==> config.mk <==
export PLATFORM = sky130hd
export DESIGN_NAME = alu_mul_sequencer
export DESIGN_NICKNAME = d
export VERILOG_FILES = /design/src/rtl/alu_mul_sequencer.sv
export SDC_FILE = /design/constraint.sdc
export NUM_CORES = 1
export LEC_CHECK = 0
export CAP_MARGIN = 20
export CORE_MARGIN = 3
export CORE_UTILIZATION = 46
export CTS_BUF_LIST = sky130_fd_sc_hd__clkbuf_2 sky130_fd_sc_hd__clkbuf_4 sky130_fd_sc_hd__clkbuf_8
export DETAILED_ROUTE_END_ITERATION = 16
export GPL_ROUTABILITY_DRIVEN = 0
export GPL_TIMING_DRIVEN = 0
export PLACE_DENSITY_LB_ADDON = 0.2
export SLEW_MARGIN = 30
export SYNTH_ARGS = -nofsm -noshare
export SYNTH_HDL_FRONTEND = slang
export SYNTH_SLANG_ARGS = --single-unit
==> constraint.sdc <==
create_clock -name clk -period 4.9 [get_ports clk]
set_input_delay 0.735 -clock clk [delete_from_list [all_inputs] [get_ports clk]]
set_output_delay 0.735 -clock clk [all_outputs]
set_load 0.03 [all_outputs]
==> src/rtl/alu_mul_sequencer.sv <==
// -----------------------------------------------------------------------------
// alu_mul_sequencer
//
// Multi-cycle shift-and-add multiplier that borrows the core's shared
// single-cycle ALU. In IDLE and DONE the core's ALU operands and control pass
// straight through. During a run the sequencer owns the ALU, alternates
// ADD (3'b000) and SLL (3'b100) steps WIDTH times, and raises stall so the
// core freezes. The product is the low WIDTH bits of op_a * op_b. These low
// bits are the same for signed and unsigned operands.
//
// Ports:
//   clk               rising-edge clock
//   reset             asynchronous, active-high reset
//   start             multiply request, sampled only in IDLE
//   op_a, op_b        multiplicand / multiplier, captured when start is accepted
//   core_src_a/b      core ALU operands (pass-through when idle)
//   core_alu_control  core ALU op (pass-through when idle)
//   alu_result        result returned by the shared ALU
//   alu_src_a/b       operands driven to the ALU
//   alu_control       op driven to the ALU
//   busy, stall       high in ADD, SHIFT and DONE
//   done              one-cycle pulse; product is valid
//   product           result register; holds between runs
// -----------------------------------------------------------------------------
module alu_mul_sequencer #(
  parameter int WIDTH = 32
) (
  input  logic             clk,
  input  logic             reset,
  input  logic             start,
  input  logic [WIDTH-1:0] op_a,
  input  logic [WIDTH-1:0] op_b,
  input  logic [WIDTH-1:0] core_src_a,
  input  logic [WIDTH-1:0] core_src_b,
  input  logic [2:0]       core_alu_control,
  input  logic [WIDTH-1:0] alu_result,
  output logic [WIDTH-1:0] alu_src_a,
  output logic [WIDTH-1:0] alu_src_b,
  output logic [2:0]       alu_control,
  output logic             busy,
  output logic             stall,
  output logic             done,
  output logic [WIDTH-1:0] product
);

  localparam int CW = $clog2(WIDTH);
  localparam logic [CW-1:0] LAST_STEP = CW'(WIDTH - 1);

  localparam logic [2:0] ALU_ADD = 3'b000;
  localparam logic [2:0] ALU_SLL = 3'b100;

  typedef enum logic [1:0] {
    IDLE  = 2'd0,
    ADD   = 2'd1,
    SHIFT = 2'd2,
    DONE  = 2'd3
  } state_e;

  state_e           state_q,   state_d;
  logic [WIDTH-1:0] acc_q,     acc_d;
  logic [WIDTH-1:0] mcand_q,   mcand_d;
  logic [WIDTH-1:0] mplier_q,  mplier_d;
  logic [CW-1:0]    count_q,   count_d;
  logic [WIDTH-1:0] product_q, product_d;

  // NOTE: every flop uses non-blocking assignment, so all registers update
  // together from the same pre-edge values no matter the statement order.
  always_ff @(posedge clk or posedge reset) begin
    if (reset) begin
      state_q   <= IDLE;
      acc_q     <= '0;
      mcand_q   <= '0;
      mplier_q  <= '0;
      count_q   <= '0;
      product_q <= '0;
    end else begin
      state_q   <= state_d;
      acc_q     <= acc_d;
      mcand_q   <= mcand_d;
      mplier_q  <= mplier_d;
      count_q   <= count_d;
      product_q <= product_d;
    end
  end

  always_comb begin
    // NOTE: every signal gets a default before the case. Without these,
    // a path that skips an assignment would infer a latch.
    state_d     = state_q;
    acc_d       = acc_q;
    mcand_d     = mcand_q;
    mplier_d    = mplier_q;
    count_d     = count_q;
    product_d   = product_q;
    alu_src_a   = core_src_a;
    alu_src_b   = core_src_b;
    alu_control = core_alu_control;

    case (state_q)
      IDLE: begin
        if (start) begin
          acc_d    = '0;
          mcand_d  = op_a;
          mplier_d = op_b;
          count_d  = '0;
          state_d  = ADD;
        end
      end

      ADD: begin
        // The add is issued even when the multiplier bit is 0, adding zero.
        // This keeps the latency fixed for every operand.
        alu_control = ALU_ADD;
        alu_src_a   = acc_q;
        alu_src_b   = mplier_q[0] ? mcand_q : '0;
        acc_d       = alu_result;
        state_d     = SHIFT;
      end

      SHIFT: begin
        alu_control = ALU_SLL;
        alu_src_a   = mcand_q;
        alu_src_b   = WIDTH'(1);
        mcand_d     = alu_result;
        mplier_d    = mplier_q >> 1;
        if (count_q == LAST_STEP) begin
          // acc already holds the sum from the final ADD step.
          product_d = acc_q;
          state_d   = DONE;
        end else begin
          count_d = count_q + CW'(1);
          state_d = ADD;
        end
      end

      DONE: begin
        // The ALU is back on core pass-through. start is ignored here.
        state_d = IDLE;
      end

      default: state_d = IDLE;
    endcase
  end

  assign busy    = (state_q != IDLE);
  assign stall   = busy;
  assign done    = (state_q == DONE);
  assign product = product_q;

endmodule

After elaboration in Yosys (flattened, before gate mapping)
Index checks and enable logic that the tools add are counted.
{ "word_totals": {"ff_bits": 135, "latchBits": 0, "ram_bits": 0, "mem_bits_ro": 0, "inputBits": 166, "wordCells": 37, "memories": 0} }
{ "classes": {"n_addsub": 1, "multipliers": 0, "n_div": 0, "magnitude_cmp": 0, "eq_ne": 6, "shifts": 0, "n_mux": 16, "bitwise_logic": 0, "n_reduce_logical": 8} }
{ "op_table": {"columns": ["cell", "count"], "rows": [
  ["$pmux 32 s2", 5],
  ["$mux 32", 4],
  ["$mux 5", 2],
  ["$pmux 5 s2", 1],
  ["$pmux 2 s4", 1],
  ["$pmux 3 s2", 1],
  ["$reduce_and 2->1", 3],
  ["$reduce_bool 2->1", 3],
  ["$add 5x1->5 const B", 1],
  ["$eq 5x5->1 const B", 1],
  ["$eq 2x2->1 const B", 2],
  ["$mux 2", 2],
  ["$ne 2x2->1 const B", 2],
  ["$reduce_and 3->1", 1],
  ["$eq 2x1->1 const B", 1],
  ["$logic_not 2->1", 1]
]} }

Depth between registers and ports, before layout
Gate-level depths: netlist of run 1.
{ "depth": {"depth_word": 3, "ltp_mapped": 8, "ltp_nobuf": 6} }

Worst setup path before layout of run 1
OpenSTA, ideal clock, no wires.
{ "synth_path": {"kind": "register to output", "start": "register state_q[0]", "end": "output port alu_src_a[0]", "arrival_ns": 1.845, "slack_ns": 2.320, "path_stages_with_launch": 8, "n_path_buf": 3, "path_cell_list": "dfrtp_1 inv_1 ha_1 buf_2 buf_4 buf_2 a22oi_1 a21oi_1"} }
{ "synth_between": {"elab_chain_len": 2, "elab_cells_between_ends": 3} }
{ "synth_lines": {"columns": ["item", "line_no", "text"], "rows": [
  ["from (decl)", "59", "state_e state_q, state_d;"],
  ["from (signal assigned)", "77", "state_q <= state_d;"],
  ["$eq 2x2->1 or $eq 2x1->1 (tied branches)", "99", "case (state_q)"],
  ["$pmux 32 s2 (*)", "99", null],
  ["to (decl)", "37", "output logic [WIDTH-1:0] alu_src_a,"]
]} }
Mark *: on every way between the ends. The rest lies on a longest branch, timed or not.

Worst setup path after layout of run 1
{ "layout_path": {"start": "register state_q[1]", "end": "output port alu_src_a[13]"} }
Same word-level chain as after synthesis.

==> impl_metrics.json, run 1 <==
{
  "grt_max_degree": 90,
  "ios": 268,
  "placed_cells": 1206,
  "cts_tree": "done",
  "relSlewSlack_pct": 44.1,
  "fmax_mhz": 234,
  "fin_crit_ps": 4280,
  "yosysSeqAreaShare_pct": 48.8,
  "cts_resized": 0,
  "hp-class": "flop to flop",
  "rows": 44,
  "htreeDepth": 4,
  "critical_path_class": "flop to output port",
  "grt_overflow_total": 0,
  "worst_slew_pin_slew_ps": 839,
  "final_common_cell": "clkdlybuf4s50_1",
  "syn_avg_cell_area_um2": 9.18,
  "fin_tns_setup_ps": 0,
  "cp-end-kind": "output port",
  "stdcell_area_um2": 10200,
  "first_global_vias": 6574,
  "ys_warn_count": 0,
  "die_h_um": 129,
  "cp-start-kind": "flop",
  "pre_cts_ws_ps": 1140,
  "cp_max_fo": 10,
  "synth_top_area_share_pct": 48.8,
  "rsz0062_at_grt": "no",
  "synth_top_area_cell": "dfrtp_1",
  "clock_sinks": 135,
  "outcome": "finished, final reports clean",
  "post_cts_buffers": 0,
  "r2r-start": "state_q[1]$_DFFE_PP0P_",
  "avgViaCountPerCell": 5.45,
  "yosys_register_bits": 135,
  "r2r_cells": 5,
  "path_clk_slew_ps": 70,
  "max-vdd-ir-drop_mv": 0.415,
  "routed_wl_um": 24200,
  "holdPathStages": 2,
  "synth_nets": 928,
  "final_cells": 1235,
  "antenna_found_initial": 0,
  "hp-start": "mplier_q[1]$_DFFE_PP0P_",
  "n_antenna_cell": 0,
  "firstDrtPassIters": 5,
  "grt_pass1_wl_um": 36400,
  "maxCapViolCount": 0,
  "area_delta_synth_final_pct": 47.7,
  "setup_viol": 0,
  "layout_common_cells": "clkdlybuf4s50_1 (267), nand2_1 (164), dfrtp_1 (135)",
  "syn_area_um2": 6920,
  "vias": 6726,
  "drc": 0,
  "core_area_um2": 14600,
  "leakagePower_nw": 4.34,
  "placed_cell_area_um2": 9860,
  "finalCritPeriodShare_pct": 87.3,
  "start_util_pct": 47.3,
  "worstPathRequired_ps": 4160,
  "clk_latency_ps": 450,
  "postCtsHoldBufs": 0,
  "nNetsFinal": 1215,
  "yosysUniqueCellTypes": 31,
  "layout-drive-gt1-share_pct": 9.71,
  "fillCellCount": 1186,
  "track_usage_pct": 29.0,
  "cts_buffers": 17,
  "cp_data_arrival_time_ps": 3540,
  "die_x_um": 129,
  "powerDensity_nw_per_um2": 712,
  "hold_viol": 0,
  "yosys-top-cells-area": "dfrtp_1 (49%), mux2i_1 (9.3%), nand2_1 (8.9%), o21ai_1 (6.1%), mux2_2 (5.4%)",
  "layout_setup_ws_ps": 624,
  "drtAntennaViolNets": 0,
  "skew_ps": 12.4,
  "drv_slew": 0,
  "whs_ps": 486,
  "dieArea_um2": 16600,
  "cts_buffer_depth": 2,
  "dp_hpwl_um": 17800,
  "syn_inst": 754,
  "io_buffers": 267,
  "drt_iter0_drc": 490,
  "crit_start": "state_q[1]$_DFFE_PP0P_",
  "clock-root-buffer": "clkbuf_8",
  "wl_per_cell_um": 19.6
}
critical path: stages, from the launching register on:
cell	delay, ps
dfrtp_1	440
inv_1	160
ha_1	160
clkbuf_1	440
buf_1	680
a22oi_1	210
a21oi_1	270
clkdlybuf4s50_1	720
through the flow:
stage	total power [mW]	util, %
after floorplan	4.47	-
after global placement	6.33	67.1
after detailed placement	6.40	67.3
after CTS	7.29	69.8
after global routing	7.70	69.8
final	7.28	69.8
registers in the layout (all words and copies together) (netlist names):
signal	count
acc_q	32
count_q	5
mcand_q	32
mplier_q	32
product	32
state_q	2
worst paths after layout:
kind,endpoint,slack [ps]
worst min register to register,mplier_q[1]$_DFFE_PP0P_,490
max in group asynchronous,product[15]$_DFFE_PP0P_,3490
worst max register to register,acc_q[30]$_DFFE_PP0P_,2400
min in group asynchronous,mplier_q[19]$_DFFE_PP0P_,670
worst max-delay path,alu_src_a[13],620
worst min-delay path,mplier_q[1]$_DFFE_PP0P_,490
synth_stat cells (all sizes together):
cell type and number:
nor2 32, nor3 1, inv 35, mux2 33, dfrtp 135, and2 1
o31ai 1, clkbuf 22, and3 2, nand2b 3, or4b 2, nand3 5
mux2i 66, a22o 2, buf 37, a22oi 32, o211ai 1, nand2 164
ha 8, nor2b 5, nand4b 1, or2 1, a21oi 33, a221o 1
o21ai 131
kinds of logic (layout without fill, tap and decap cells):
family | Yosys count | count (layout) | synth area share, %
buffers and inverters | 94 | 391 | 6.22
adder cells (fa/ha/maj) | 8 | 8 | 1.45
AND/OR/NAND/NOR | 217 | 217 | 12.6
multiplexers | 99 | 99 | 15.0
flip-flops | 135 | 135 | 48.8
AO/OA/AOI/OAI | 201 | 201 | 15.9
per-layer routing:
layer,vias to the layer above,track usage (%),part of all wire [%]
met5,-,0,0
met4,0,10.3,2.4
met1,3237,38.0,41
met2,311,46.5,48
li1,3135,-,-
met3,43,7.93,8.0
power by group:
| part | switching [mW] | leakage [nW] | internal [mW] | total, mW |
|---|---|---|---|---|
| logic | 2.93 | 2.47 | 1.72 | 4.65 |
| clock network | 0.408 | 0.195 | 0.467 | 0.875 |
| registers | 0.267 | 1.68 | 1.49 | 1.76 |
| total | 3.60 | 4.34 | 3.68 | 7.28 |
layout make-up:
class | instances | area (um2) | area share [%]
flip-flops and latches | 135 | 3380 | 33.0
inverters | 35 | 139 | 1.36
clock buffers | 25 | 319 | 3.12
well taps | 184 | 230 | 2.25
plain buffers | 59 | 299 | 2.92
multi-input cells | 525 | 3110 | 30.4
repair buffers | 268 | 2700 | 26.4
clock inverters | 4 | 45.0 | 0.441
No activity file was read; power rests on OpenSTA's default activity.
==> run 2, diff against run 1 <==
--- a/config.mk
+++ b/config.mk
@@ -6,12 +6,14 @@
 export NUM_CORES = 1
 export LEC_CHECK = 0
 export CAP_MARGIN = 20
+export CORE_ASPECT_RATIO = 1.1
 export CORE_MARGIN = 3
 export CORE_UTILIZATION = 46
 export CTS_BUF_LIST = sky130_fd_sc_hd__clkbuf_2 sky130_fd_sc_hd__clkbuf_4 sky130_fd_sc_hd__clkbuf_8
 export DETAILED_ROUTE_END_ITERATION = 16
 export GPL_ROUTABILITY_DRIVEN = 0
 export GPL_TIMING_DRIVEN = 0
+export HOLD_SLACK_MARGIN = 0.08
 export PLACE_DENSITY_LB_ADDON = 0.2
 export SLEW_MARGIN = 30
 export SYNTH_ARGS = -nofsm -noshare
==> impl_metrics.json, run 2 (synthesis gave the netlist of run 1 again) <==
{
  "die_x_um": 123,
  "critical_path_class": "flop to output port",
  "clock_sinks": 135,
  "grt_pass1_wl_um": 37000,
  "rows": 46,
  "finalCritPeriodShare_pct": 85.2,
  "wl_per_cell_um": 19.3,
  "grt_use_met2_pct": 48.9,
  "hold_viol": 0,
  "cts_buffer_depth": 2,
  "track_usage_pct": 29.6,
  "grtUsageMet1_pct": 36.9,
  "setup_viol": 0,
  "skew_ps": 10.6,
  "n_antenna_cell": 0,
  "worstPathRequired_ps": 4160,
  "met3_usage_pct": 8.17,
  "hp-class": "flop to flop",
  "clock-root-buffer": "clkbuf_8",
  "start_util_pct": 47.5,
  "firstDrtPassIters": 5,
  "fin_crit_ps": 4170,
  "grt_overflow_total": 0,
  "path_clk_slew_ps": 80,
  "nNetsFinal": 1215,
  "relSlewSlack_pct": 48.5,
  "multiInputGateArea_um2": 3110,
  "final_common_cell": "clkdlybuf4s50_1",
  "routed_wl_um": 24000,
  "first_global_vias": 6792,
  "drc": 0,
  "outcome": "finished, final reports clean",
  "powerDensity_nw_per_um2": 721,
  "io_buffers": 267,
  "cts_buffers": 17,
  "final_core_util_pct": 70.9,
  "area_delta_synth_final_pct": 49.2,
  "cts_tree": "done",
  "cp-end-kind": "output port",
  "drv_slew": 0,
  "fin_tns_setup_ps": 0,
  "maxCapViolCount": 0,
  "busiest_layer": "met2",
  "dp_hpwl_um": 17800,
  "core_area_um2": 14600,
  "dieArea_um2": 16600,
  "post_cts_buffers": 0,
  "worst_slew_pin_slew_ps": 772,
  "seqCellArea_um2": 3380,
  "rsz0062_at_grt": "no",
  "cp_data_arrival_time_ps": 3440,
  "cts_resized": 0,
  "layout_common_cells": "clkdlybuf4s50_1 (267), nand2_1 (164), dfrtp_1 (135)",
  "die_h_um": 135,
  "grt_max_degree": 88,
  "clk_latency_ps": 460,
  "avgViaCountPerCell": 5.37,
  "antenna_found_initial": 0,
  "cp_max_fo": 10,
  "fmax_mhz": 240,
  "fillCellCount": 1152,
  "postCtsHoldBufs": 0,
  "vias": 6694,
  "htreeDepth": 4,
  "drt_iter0_drc": 482,
  "drtAntennaViolNets": 0,
  "ios": 268,
  "leakagePower_nw": 4.37,
  "cp-start-kind": "flop",
  "max-vdd-ir-drop_mv": 0.458,
  "layout-drive-gt1-share_pct": 9.96
}
## run 2: cell types whose count changed in the layout (fill, tap and decap cells not counted), sizes merged
cell      before  now
clkbuf        47   39
inv           35   37
clkinv         3    5
clkinvlp       0    3
bufinv         1    5
## run 2: area by class of cell
type,instances,share of cell area (%)
clock inverters,15,2.19
flip-flops and latches,135,32.7
clock buffers,17,2.27
repair buffers,268,26.1
plain buffers,59,2.89
well taps,192,2.33
multi-input cells,525,30.1
inverters,35,1.34
## run 2: worst paths after layout
kind                       slack [ps]                startpoint                        to  cells after the start
setup / recovery                  730    state_q[1]$_DFFE_PP0P_             alu_src_a[27]                      7
hold reg to reg                   490  mplier_q[20]$_DFFE_PP0P_  mplier_q[20]$_DFFE_PP0P_                      2
max in group asynchronous        3500                     reset   mcand_q[18]$_DFFE_PP0P_                      3
setup reg to reg                 2570    state_q[0]$_DFFE_PP0P_   mcand_q[22]$_DFFE_PP0P_                      5
min in group asynchronous         680                     reset   mplier_q[8]$_DFFE_PP0P_                      2
hold / removal                    490  mplier_q[20]$_DFFE_PP0P_  mplier_q[20]$_DFFE_PP0P_                      2
## run 2: where the power goes
group / switching, mW / internal [mW]
combinational: 2.89 / 1.72
clock: 0.465 / 0.608
sequential: 0.269 / 1.49
## run 2: stage by stage
step | power (mW) | instances | setup WS, ps | hold WS [ps] | instance area [um2]
floorplan | 4.47 | 754 | 554 | 447 | 6920
global placement | 6.31 | 1213 | -1350 | 466 | 9830
detailed placement | 6.37 | 1214 | 1290 | 475 | 9870
CTS | 7.45 | 1246 | 734 | 493 | 10300
global route | 7.88 | 1246 | 582 | 520 | 10300
finish | 7.45 | 1246 | 726 | 488 | 10300
## run 2: per-layer routing
layer,vias to the layer above,share of wire (%)
li1,3140,-
met3,43,8.2
met4,0,3.0
met5,-,0
met1,3235,40
met2,276,49
## run 2: worst max-delay path: stages (launching register included)
cell             delay, ps
dfrtp_1                430
inv_1                  140
ha_1                   170
clkbuf_1               410
buf_1                  620
a22oi_1                290
a21oi_1                220
clkdlybuf4s50_1        690
